[src/rtl/rv32m_pkg.sv]
// Shared definitions for the RV32M divide/remainder sequencer: operand
// width, funct3 codes, FSM state encoding, special-case constants and
// small arithmetic helpers.
package rv32m_pkg;

    localparam int XLEN  = 32;
    localparam int CNT_W = $clog2(XLEN);

    // funct3 codes of the divide group
    localparam logic [2:0] F3_DIV  = 3'b100;
    localparam logic [2:0] F3_DIVU = 3'b101;
    localparam logic [2:0] F3_REM  = 3'b110;
    localparam logic [2:0] F3_REMU = 3'b111;

    // Sequencer states
    typedef enum logic [2:0] {
        ST_IDLE = 3'd0,
        ST_PREP = 3'd1,
        ST_CALC = 3'd2,
        ST_FIX  = 3'd3,
        ST_DONE = 3'd4
    } div_state_e;

    // Special-case operand/result values
    localparam logic [XLEN-1:0] INT_MIN   = {1'b1, {(XLEN-1){1'b0}}};
    localparam logic [XLEN-1:0] ALL_ONES  = {XLEN{1'b1}};
    localparam logic [XLEN-1:0] XLEN_ZERO = {XLEN{1'b0}};
    localparam logic [XLEN-1:0] XLEN_ONE  = {{(XLEN-1){1'b0}}, 1'b1};

    // Iteration counter constants: XLEN iterations run from XLEN-1 down to 0
    localparam logic [CNT_W-1:0] CNT_LAST = CNT_W'(XLEN - 1);
    localparam logic [CNT_W-1:0] CNT_ZERO = {CNT_W{1'b0}};
    localparam logic [CNT_W-1:0] CNT_ONE  = {{(CNT_W-1){1'b0}}, 1'b1};

    // Two's-complement negation, wrapping modulo 2^XLEN
    function automatic logic [XLEN-1:0] neg2c(input logic [XLEN-1:0] v);
        return (~v) + XLEN_ONE;
    endfunction

    // DIV and REM interpret operands as signed; everything else is unsigned
    function automatic logic is_signed_op(input logic [2:0] f3);
        return (f3 == F3_DIV) || (f3 == F3_REM);
    endfunction

    // REM and REMU return the remainder; all other codes return the quotient
    function automatic logic is_rem_op(input logic [2:0] f3);
        return (f3 == F3_REM) || (f3 == F3_REMU);
    endfunction

endpackage

[src/rtl/div_restore_step.sv]
// One radix-2 restoring-division iteration: shift {rem, quo} left by one,
// try subtracting the divisor, keep the difference when it is non-negative
// and shift the resulting quotient bit into quo[0].
module div_restore_step
    import rv32m_pkg::*;
(
    input  logic [XLEN-1:0] rem,
    input  logic [XLEN-1:0] quo,
    input  logic [XLEN-1:0] divisor,
    output logic [XLEN-1:0] rem_next,
    output logic [XLEN-1:0] quo_next
);

    // The shifted partial remainder needs XLEN+1 bits; the stored remainder
    // is always below the divisor, so it fits back into XLEN bits.
    logic [XLEN:0] rem_sh_s;
    logic [XLEN:0] trial_s;

    // Trial subtraction; its MSB is the sign that decides restore vs keep
    always_comb begin
        rem_sh_s = {rem, quo[XLEN-1]};
        trial_s  = rem_sh_s - {1'b0, divisor};
        if (trial_s[XLEN] == 1'b0) begin
            rem_next = trial_s[XLEN-1:0];
            quo_next = {quo[XLEN-2:0], 1'b1};
        end else begin
            rem_next = rem_sh_s[XLEN-1:0];
            quo_next = {quo[XLEN-2:0], 1'b0};
        end
    end

endmodule

[src/rtl/div_sequencer.sv]
// Multi-cycle DIV/DIVU/REM/REMU controller for the EX stage. Runs XLEN
// restoring-division iterations, short-circuits divide-by-zero and signed
// overflow, holds stall while busy and returns the result with its rd tag.
module div_sequencer
    import rv32m_pkg::*;
(
    input  logic            clk,
    input  logic            rst,
    input  logic            start,
    input  logic [2:0]      funct3,
    input  logic [XLEN-1:0] rs1_val,
    input  logic [XLEN-1:0] rs2_val,
    input  logic [4:0]      rd_in,
    input  logic            flush,
    output logic            stall,
    output logic            done,
    output logic [XLEN-1:0] result,
    output logic [4:0]      rd_out
);

    div_state_e       state_r;
    div_state_e       state_nxt_s;

    logic [2:0]       funct3_r;
    logic [XLEN-1:0]  a_r;
    logic [XLEN-1:0]  b_r;
    logic [4:0]       rd_r;
    logic [XLEN-1:0]  rem_r;
    logic [XLEN-1:0]  quo_r;
    logic [XLEN-1:0]  dvs_r;
    logic [CNT_W-1:0] cnt_r;
    logic             qneg_r;
    logic             rneg_r;
    logic [XLEN-1:0]  result_r;

    logic             signed_s;
    logic             rem_op_s;
    logic             div_zero_s;
    logic             ovf_s;
    logic             fast_s;
    logic [XLEN-1:0]  abs_a_s;
    logic [XLEN-1:0]  abs_b_s;
    logic [XLEN-1:0]  fix_q_s;
    logic [XLEN-1:0]  fix_r_s;
    logic [XLEN-1:0]  rem_step_s;
    logic [XLEN-1:0]  quo_step_s;

    div_restore_step u_step (
        .rem      (rem_r),
        .quo      (quo_r),
        .divisor  (dvs_r),
        .rem_next (rem_step_s),
        .quo_next (quo_step_s)
    );

    // Operand decode, magnitudes, special cases and final sign correction
    always_comb begin
        signed_s   = is_signed_op(funct3_r);
        rem_op_s   = is_rem_op(funct3_r);
        abs_a_s    = (signed_s && a_r[XLEN-1]) ? neg2c(a_r) : a_r;
        abs_b_s    = (signed_s && b_r[XLEN-1]) ? neg2c(b_r) : b_r;
        div_zero_s = (b_r == XLEN_ZERO);
        ovf_s      = signed_s && (a_r == INT_MIN) && (b_r == ALL_ONES);
        fast_s     = div_zero_s || ovf_s;
        fix_q_s    = qneg_r ? neg2c(quo_r) : quo_r;
        fix_r_s    = rneg_r ? neg2c(rem_r) : rem_r;
    end

    // State register; reset wins over everything
    always_ff @(posedge clk) begin
        if (rst) begin
            state_r <= ST_IDLE;
        end else begin
            state_r <= state_nxt_s;
        end
    end

    // Next-state logic; flush abandons any operation still being computed
    always_comb begin
        state_nxt_s = state_r;
        case (state_r)
            ST_IDLE: begin
                if (start && !flush) state_nxt_s = ST_PREP;
                else                 state_nxt_s = ST_IDLE;
            end
            ST_PREP: begin
                if (flush)       state_nxt_s = ST_IDLE;
                else if (fast_s) state_nxt_s = ST_DONE;
                else             state_nxt_s = ST_CALC;
            end
            ST_CALC: begin
                if (flush)                  state_nxt_s = ST_IDLE;
                else if (cnt_r == CNT_ZERO) state_nxt_s = ST_FIX;
                else                        state_nxt_s = ST_CALC;
            end
            ST_FIX: begin
                if (flush) state_nxt_s = ST_IDLE;
                else       state_nxt_s = ST_DONE;
            end
            ST_DONE: state_nxt_s = ST_IDLE;
            default: state_nxt_s = ST_IDLE;
        endcase
    end

    // Outputs decoded from the state register only
    always_comb begin
        stall = 1'b0;
        done  = 1'b0;
        case (state_r)
            ST_PREP, ST_CALC, ST_FIX: stall = 1'b1;
            ST_DONE:                  done  = 1'b1;
            default: begin
                stall = 1'b0;
                done  = 1'b0;
            end
        endcase
    end

    // Datapath: operand capture, setup, iteration and result selection
    always_ff @(posedge clk) begin
        if (rst) begin
            funct3_r <= 3'd0;
            a_r      <= XLEN_ZERO;
            b_r      <= XLEN_ZERO;
            rd_r     <= 5'd0;
            rem_r    <= XLEN_ZERO;
            quo_r    <= XLEN_ZERO;
            dvs_r    <= XLEN_ZERO;
            cnt_r    <= CNT_ZERO;
            qneg_r   <= 1'b0;
            rneg_r   <= 1'b0;
            result_r <= XLEN_ZERO;
        end else begin
            case (state_r)
                ST_IDLE: begin
                    if (start && !flush) begin
                        funct3_r <= funct3;
                        a_r      <= rs1_val;
                        b_r      <= rs2_val;
                        rd_r     <= rd_in;
                    end
                end
                ST_PREP: begin
                    rem_r  <= XLEN_ZERO;
                    quo_r  <= abs_a_s;
                    dvs_r  <= abs_b_s;
                    cnt_r  <= CNT_LAST;
                    qneg_r <= signed_s && (a_r[XLEN-1] ^ b_r[XLEN-1]);
                    rneg_r <= signed_s && a_r[XLEN-1];
                    if (div_zero_s) begin
                        result_r <= rem_op_s ? a_r : ALL_ONES;
                    end else if (ovf_s) begin
                        result_r <= rem_op_s ? XLEN_ZERO : INT_MIN;
                    end
                end
                ST_CALC: begin
                    rem_r <= rem_step_s;
                    quo_r <= quo_step_s;
                    cnt_r <= cnt_r - CNT_ONE;
                end
                ST_FIX: begin
                    result_r <= rem_op_s ? fix_r_s : fix_q_s;
                end
                default: begin
                    result_r <= result_r;
                end
            endcase
        end
    end

    assign result = result_r;
    assign rd_out = rd_r;

endmodule

[config.mk]
export PLATFORM = sky130hd
export DESIGN_NAME = div_sequencer
export DESIGN_NICKNAME = d
export VERILOG_FILES = /design/src/rtl/rv32m_pkg.sv /design/src/rtl/div_restore_step.sv /design/src/rtl/div_sequencer.sv
export SDC_FILE = /design/constraint.sdc
export NUM_CORES = 1
export LEC_CHECK = 0
export CORE_MARGIN = 3
export CORE_UTILIZATION = 45
export DETAILED_ROUTE_END_ITERATION = 16
export HOLD_SLACK_MARGIN = 0.02
export PLACE_DENSITY_LB_ADDON = 0.3
export SYNTH_ARGS = -nofsm -noshare
export SYNTH_HDL_FRONTEND = slang
export SYNTH_HIERARCHICAL = 1
export SYNTH_SLANG_ARGS = --single-unit
[constraint.sdc]
create_clock -name clk -period 5.15 [get_ports clk]
set_clock_uncertainty 0.15 [all_clocks]
set_input_delay 1.03 -clock clk [delete_from_list [all_inputs] [get_ports clk]]
set_output_delay 1.03 -clock clk [all_outputs]
set_load 0.02 [all_outputs]
==> results.ini, run 1 <==
[drt]
wirelength_um=38870
vias_per_cell=5.925
drt_iter0_drc=1147
drt-pass1-iter-count=6
avgRoutedWirePerCell_um=18.41
routed-via-count=12510
final_antenna_net_count=0
drc=0

[floorplanning]
die_area_um2=31300
num_rows=61
coreArea_um2=28320
start_util_pct=46.43
fp.dieW_um=176.9
num_io_pins=115
die_h_um=176.9

[sta]
relSlewSlack_pct=23.72
setup_viol=0
slew_viol_final=0
rsz0062_at_grt=false
tns_ns=0
fmax_mhz=233.2
final_hold_viol_count=0
holdWs_ns=0.3024
timing.final.crit_share_pct=83.27
min_period_ns=4.289
fin_ws_ns=0.8614
worstMarginPinSlew_ns=1.140

[place]
portBuffers=114
gp_congestion=0.9225
place_ws_ns=0.9064
placed_cells_incl_taps=2067
hpwlAfterDp_um=27900

[synthesis]
syn_area_per_cell_um2=7.729
ys_seq_area_share_pct=31.98
synth-async-reset-ratio_pct=0
synthFlopType=dfxtp_1
syn_nets=1816
ys_types=77
synth_edf_count=0
yosysWarnings=6
syn-instance-count=1701
ys_ff_latch=210
syn_area_um2=13150

[setup_path]
worstPathRequired_ns=5.38
critPathLaunchType=flip-flop
critPathKind=reg2reg
critPathCaptureType=flip-flop
r2r.worst_path.cells=16
crit_top_cell=o2111ai_1
path_cells=inv_1, ha_1, fa_1, and2b_1, o2111ai_1, a21oi_2, o2111ai_1, a211oi_2, nor2_2, mux2i_1, buf_4, and2_4, inv_2, mux2_1, a22oi_1, nor2_1
cp_slowest_cell=inv_2
worstPathArrival_ns=4.52
crit_fanout=22
critPathMaxStageDelay_ns=0.55

[clocking]
cts_max_path_buffers=3
cts_setup_buffers=0
cts_root_buffer=clkbuf_16
htreeDepth=1
post_cts_resized=0
numClockSinks=210
clkSlewWorstSetupHoldPaths_ns=0.06
cts_tree=built
worst_skew_pair.late_latency_ns=0.53
hold_buffers=0
numCtsBuffers=25

[grt]
grt_use_met1_pct=35.65
top_usage_layer=met2
grt_pass1_wl_um=62290
grt_start_max_net_pins=121
met2_usage_pct=36.84
grt_overflow=0
track_usage_pct=24.07
use_met3_pct=3.475
antenna_found_initial=0
grt_pass1_vias=11520

[layout]
final_core_util_pct=53.16
final_cells=2111
area_growth_pct=14.49
diodes=0
nets=1831
drive_gt1_share_pct=5.943

[pwr]
cellPowerDensity_nw_per_um2=281.9
leakage_uw=0.005541
ir_drop_v=0.0002643

[hold_path]
holdPathStages=1
holdCritPathClass=reg2reg

[run]
maxCapViolCount=0

[run_status]
status=finished, final reports clean

[cell type report]
type	instances	area (um^2)
Multi-Input combinational cell	1295	8089
Sequential cell	210	4204
Timing Repair Buffer	130	1262
Clock buffer	32	691.9
Clock inverter	12	130.1
Fill cell	2727	13260
Inverter	54	202.7
Tap cell	378	473.0
[cell usage after synthesis, drive strengths merged, types with 15 or more instances]
cell type    n  share of area, %
dfxtp      210                32
o21ai       84               3.2
mux2        22               2.4
nor3        22              0.84
nor2       135               3.9
ha          38               3.6
or3         18              0.86
xor2        67               4.5
nand2      246               7.0
a21o        24               1.4
inv         53               1.5
nand2b      15              0.71
nand3       32               1.3
o31ai       30               1.7
a211oi      31               1.8
xnor2       69               4.6
a21oi      170               6.5
o41ai       17               1.2
a31oi       20              0.95
o22ai       16              0.76
clkbuf      95               2.7
or4         16               1.0
nor4        24               1.2
nand4       16              0.76
a22oi       68               3.9
buf         47               2.4
[cell usage in the layout, fill, tap and decap left out, types with 5 or more instances in the layout]
| master | count |
|---|---|
| a22oi_1 | 68 |
| o41ai_1 | 15 |
| dfxtp_1 | 210 |
| inv_1 | 52 |
| nand2_1 | 246 |
| buf_4 | 16 |
| nand3_1 | 30 |
| or3_1 | 18 |
| and3_1 | 6 |
| nor4_1 | 23 |
| o21ai_0 | 71 |
| xor2_1 | 67 |
| or4_1 | 13 |
| a221oi_1 | 8 |
| mux2_4 | 19 |
| a221o_1 | 9 |
| a21oi_1 | 169 |
| clkdlybuf4s50_1 | 113 |
| a311oi_1 | 8 |
| nor3_1 | 22 |
| clkinvlp_4 | 5 |
| ha_1 | 38 |
| a211oi_1 | 30 |
| nor2b_1 | 8 |
| nand4_1 | 16 |
| nor3b_1 | 8 |
| nand2b_1 | 15 |
| o31ai_1 | 30 |
| a31oi_1 | 20 |
| clkbuf_16 | 25 |
| and2_1 | 8 |
| o22ai_1 | 16 |
| nor2_1 | 132 |
| xnor2_1 | 69 |
| o21ai_1 | 13 |
| a21o_1 | 24 |
[cells by family after synthesis]
family,share of synthesized area (%)
simple gates,20.71
compound gates,25.06
buf+inv,6.700
mux,2.731
flops,31.98
xor+xnor,9.060
fa+ha+maj,3.769
[flip-flops by register name, summed over array words and instances, names as in the netlist]
name	count
rem_r	32
funct3_r	3
state_r	3
cnt_r	5
quo_r	32
dvs_r	32
qneg_r	1
a_r	32
b_r	32
rd_out	5
result	32
rneg_r	1
[path summary, 6_finish.rpt]
path / start / slack [ns] / endpoint
hold reg to reg: result[25] / 0.30 / result[25]
hold / removal: result[25] / 0.30 / result[25]
setup / recovery: quo_r[31] / 0.86 / rem_r[3]
setup reg to reg: quo_r[31] / 0.86 / rem_r[3]
[metal layers]
metal | vias up | wire, um
met1 | 5866 | 18230
met5 | - | 0
li1 | 6114 | -
met2 | 468 | 16900
met3 | 59 | 2994
met4 | 0 | 752
[power by group]
group          leakage, uW  switching, uW  internal [uW]
logic              0.00345            410            304
registers          0.00170           69.3           1680
clock network     0.000389            733           1050
[critical path: cells and delay by family (launching register included)]
kind | cells | cell delay, ns
AOI/OAI and AO/OA | 5 | 1.07
adders and majority gates | 2 | 0.62
buffers and inverters | 3 | 0.80
DFF | 1 | 0.39
muxes | 2 | 0.52
and+or+nand+nor | 4 | 0.58
[per-stage QoR]
stage / total power, uW / area (um^2)
global placement: 2473 / 14230
detailed placement: 2482 / 14230
floorplan: 2268 / 13150
CTS: 4255 / 15050
finish: 4243 / 15050
global route: 4415 / 15050
Note: power is estimated with default switching activity, not from simulation.
==> run 2, diff against run 1 <==
clock period = 3.6 ns   (was 5.15 ns; I/O delays follow)
==> run 2 against run 1 <==
  * Critical path depth decreased by 1
  * Final cell count up 2.4%
  * Sequential power up 43%
  * Die area stayed put
  * Combinational power rose by 51%
  * Worst setup slack worse by 0.68 ns
  * Register-to-register slack got worse by 0.68 ns
  * Wire length rose by 1.2%
  * Sequential share of layout area down 0.79 points
  * Flip-flop and latch count unchanged
  * Non-clock buffer count up 51
  * Critical endpoint is now rem_r[26]
  * Largest power group unchanged
==> results.ini, run 2 (synthesized netlist as in run 1, its figures left out) <==
[grt]
grt_start_max_net_pins=68  ; was 121
grt_use_met1_pct=36.03  ; was 35.65%
grt_overflow=0  ; unchanged
grt_pass1_wl_um=62450  ; was 62,290 um
antenna_found_initial=0  ; unchanged
met2_usage_pct=37.19  ; was 36.84%
track_usage_pct=24.24  ; was 24.07%
use_met3_pct=3.711  ; was 3.475%
grt_pass1_vias=11560  ; was 11,520
top_usage_layer=met2  ; unchanged

[floorplanning]
num_rows=61  ; unchanged
die_area_um2=31300  ; unchanged
start_util_pct=46.43  ; unchanged
die_h_um=176.9  ; unchanged
fp.dieW_um=176.9  ; unchanged
coreArea_um2=28320  ; unchanged
num_io_pins=115  ; unchanged

[clocking]
numClockSinks=210  ; unchanged
cts_setup_buffers=0  ; unchanged
clkSlewWorstSetupHoldPaths_ns=0.06  ; about the same
htreeDepth=1  ; unchanged
numCtsBuffers=24  ; was 25
cts_root_buffer=clkbuf_16  ; unchanged
cts_max_path_buffers=3  ; unchanged
cts_tree=built  ; unchanged
worst_skew_pair.late_latency_ns=0.53  ; about the same

[setup_path]
worstPathRequired_ns=3.85  ; was 5.38 ns
crit_top_cell=o2111ai_2  ; was o2111ai_1
cp_num_buf_inv=2  ; was 3
path_cells=inv_1, ha_1, fa_2, and2b_1, o2111ai_2, a21oi_2, o2111ai_2, a211oi_2, nor2_2, mux2i_1, and2_4, inv_6, mux2_4, a22oi_1, nor2_1  ; was inv_1, ha_1, fa_1, and2b_1, o2111ai_1, a21oi_2, o2111ai_1, a211oi_2, nor2_2, mux2i_1, buf_4, and2_4, inv_2, mux2_1, a22oi_1, nor2_1
r2r_start=quo_r[31]  ; unchanged
r2r_slack_ns=0.18  ; was 0.86 ns
crit_family=compound AO/OA/AOI/OAI gates  ; unchanged
crit_fanout=11  ; was 22
critPathKind=reg2reg  ; unchanged
r2r.worst_path.cells=15  ; was 16
worstPathArrival_ns=3.66  ; was 4.52 ns
critPathCaptureType=flip-flop  ; unchanged
critPathLaunchType=flip-flop  ; unchanged
reg2reg_to=rem_r[26]  ; was rem_r[3]
cp_slowest_cell=fa_2  ; was inv_2
critPathMaxStageDelay_ns=0.34  ; was 0.55 ns

[pwr]
cellPowerDensity_nw_per_um2=393.8  ; was 281.9 nW/um^2
ir_drop_v=0.0002770  ; was 0.0002643 V
leakage_uw=0.005828  ; was 0.005541 uW

[layout]
area_growth_pct=17.81  ; was 14.49%
final_core_util_pct=54.70  ; was 53.16%
nets=1883  ; was 1,831
fillCellCount=2704  ; was 2,727
final_cells=2162  ; was 2,111
layout_common_cells=246 x nand2_1, 210 x dfxtp_1, 168 x a21oi_1  ; was 246 x nand2_1, 210 x dfxtp_1, 169 x a21oi_1
layout_commonest_cell=nand2_1  ; unchanged
drive_gt1_share_pct=9.137  ; was 5.943%
diodes=0  ; unchanged

[drt]
vias_per_cell=5.881  ; was 5.925
drt_iter0_drc=1272  ; was 1,147
drt-pass1-iter-count=5  ; was 6
routed-via-count=12710  ; was 12,510
wirelength_um=39360  ; was 38,870 um
drc=0  ; unchanged
final_antenna_net_count=0  ; unchanged
avgRoutedWirePerCell_um=18.20  ; was 18.41 um

[place]
hpwlAfterDp_um=29000  ; was 27,900 um
place_ws_ns=-0.2163  ; was 0.9064 ns
placed_cells_incl_taps=2118  ; was 2,067
portBuffers=114  ; unchanged
gp_congestion=0.9458  ; was 0.9225

[sta]
slew_viol_final=0  ; unchanged
worstMarginPinSlew_ns=1.131  ; was 1.140 ns
fin_ws_ns=0.1834  ; was 0.8614 ns
min_period_ns=3.417  ; was 4.289 ns
holdWs_ns=0.2996  ; was 0.3024 ns
rsz0062_at_grt=false  ; unchanged
tns_ns=0  ; unchanged
timing.final.crit_share_pct=94.91  ; was 83.27%
setup_viol=0  ; unchanged
relSlewSlack_pct=24.49  ; was 23.72%
final_hold_viol_count=0  ; unchanged
fmax_mhz=292.7  ; was 233.2 MHz

[hold_path]
holdPathStages=1  ; unchanged
worstHoldEndpoint=result[18]  ; was result[25]
min_from=result[18]  ; was result[25]
holdCritPathClass=reg2reg  ; unchanged

[run]
maxCapViolCount=0  ; unchanged

[run_status]
status=finished, final reports clean  ; unchanged

-- run 2: cell types whose count changed in the layout (fill, tap and decap cells not counted), moves of 2 or more --
cell and change:
clkbuf_1 -2, clkinvlp_4 -2, a22oi_2 +3, inv_6 +2, buf_4 +51, o2111ai_2 +2, clkinv_4 -2, clkinv_2 +3
o2111ai_1 -2, a22oi_1 -3
-- run 2: what timing repair did --
action / 4_1_cts / 5_1_grt
gates cloned: 0 / 2
endpoints found under the setup margin: 21 / 23
hold buffers: 0 / 0
resized for setup: 2 / 9
pin swaps: 0 / 3
-- run 2: layout make-up --
cell class	instances	area (um^2)	share of cell area (%)
repair buffers	181	1645	10.62
multi-input cells	1295	8123	52.44
well taps	378	473.0	3.054
repair inverters	2	17.52	0.1131
flip-flops and latches	210	4204	27.14
clock buffers	31	698.2	4.508
inverters	54	215.2	1.389
clock inverters	11	112.6	0.7270
-- run 2: per-stage QoR --
stage,power [uW],instance area (um^2)
CTS,6116,15430
detailed placement,3588,14610
finish,6100,15490
global route,6354,15490
floorplan,3244,13150
global placement,3575,14610
-- run 2: power breakdown --
| group | internal, uW | leakage (uW) | switching [uW] |
|---|---|---|---|
| Clock | 1500 | 0.000397 | 1020 |
| Combinational | 470 | 0.00373 | 607 |
| Sequential | 2400 | 0.00170 | 96.1 |
-- run 2: per-layer routing --
layer / part of all wire (%) / routed length (um)
met5: 0 / 0
met1: 47 / 18360
met3: 8.0 / 3140
met2: 44 / 17150
met4: 1.8 / 707
-- run 2: worst max-delay path by stage --
stage / slack [ns] / start / cells past startpoint / endpoint
after floorplan: 0.21 / quo_r[31] / 16 / rem_r[14]
after global routing: 0.02 / quo_r[31] / 15 / rem_r[17]
after global placement: -0.14 / quo_r[31] / 15 / rem_r[4]
after CTS: 0.06 / quo_r[31] / 15 / rem_r[3]
after detailed placement: -0.22 / quo_r[31] / 15 / rem_r[3]
final: 0.18 / quo_r[31] / 15 / rem_r[26]
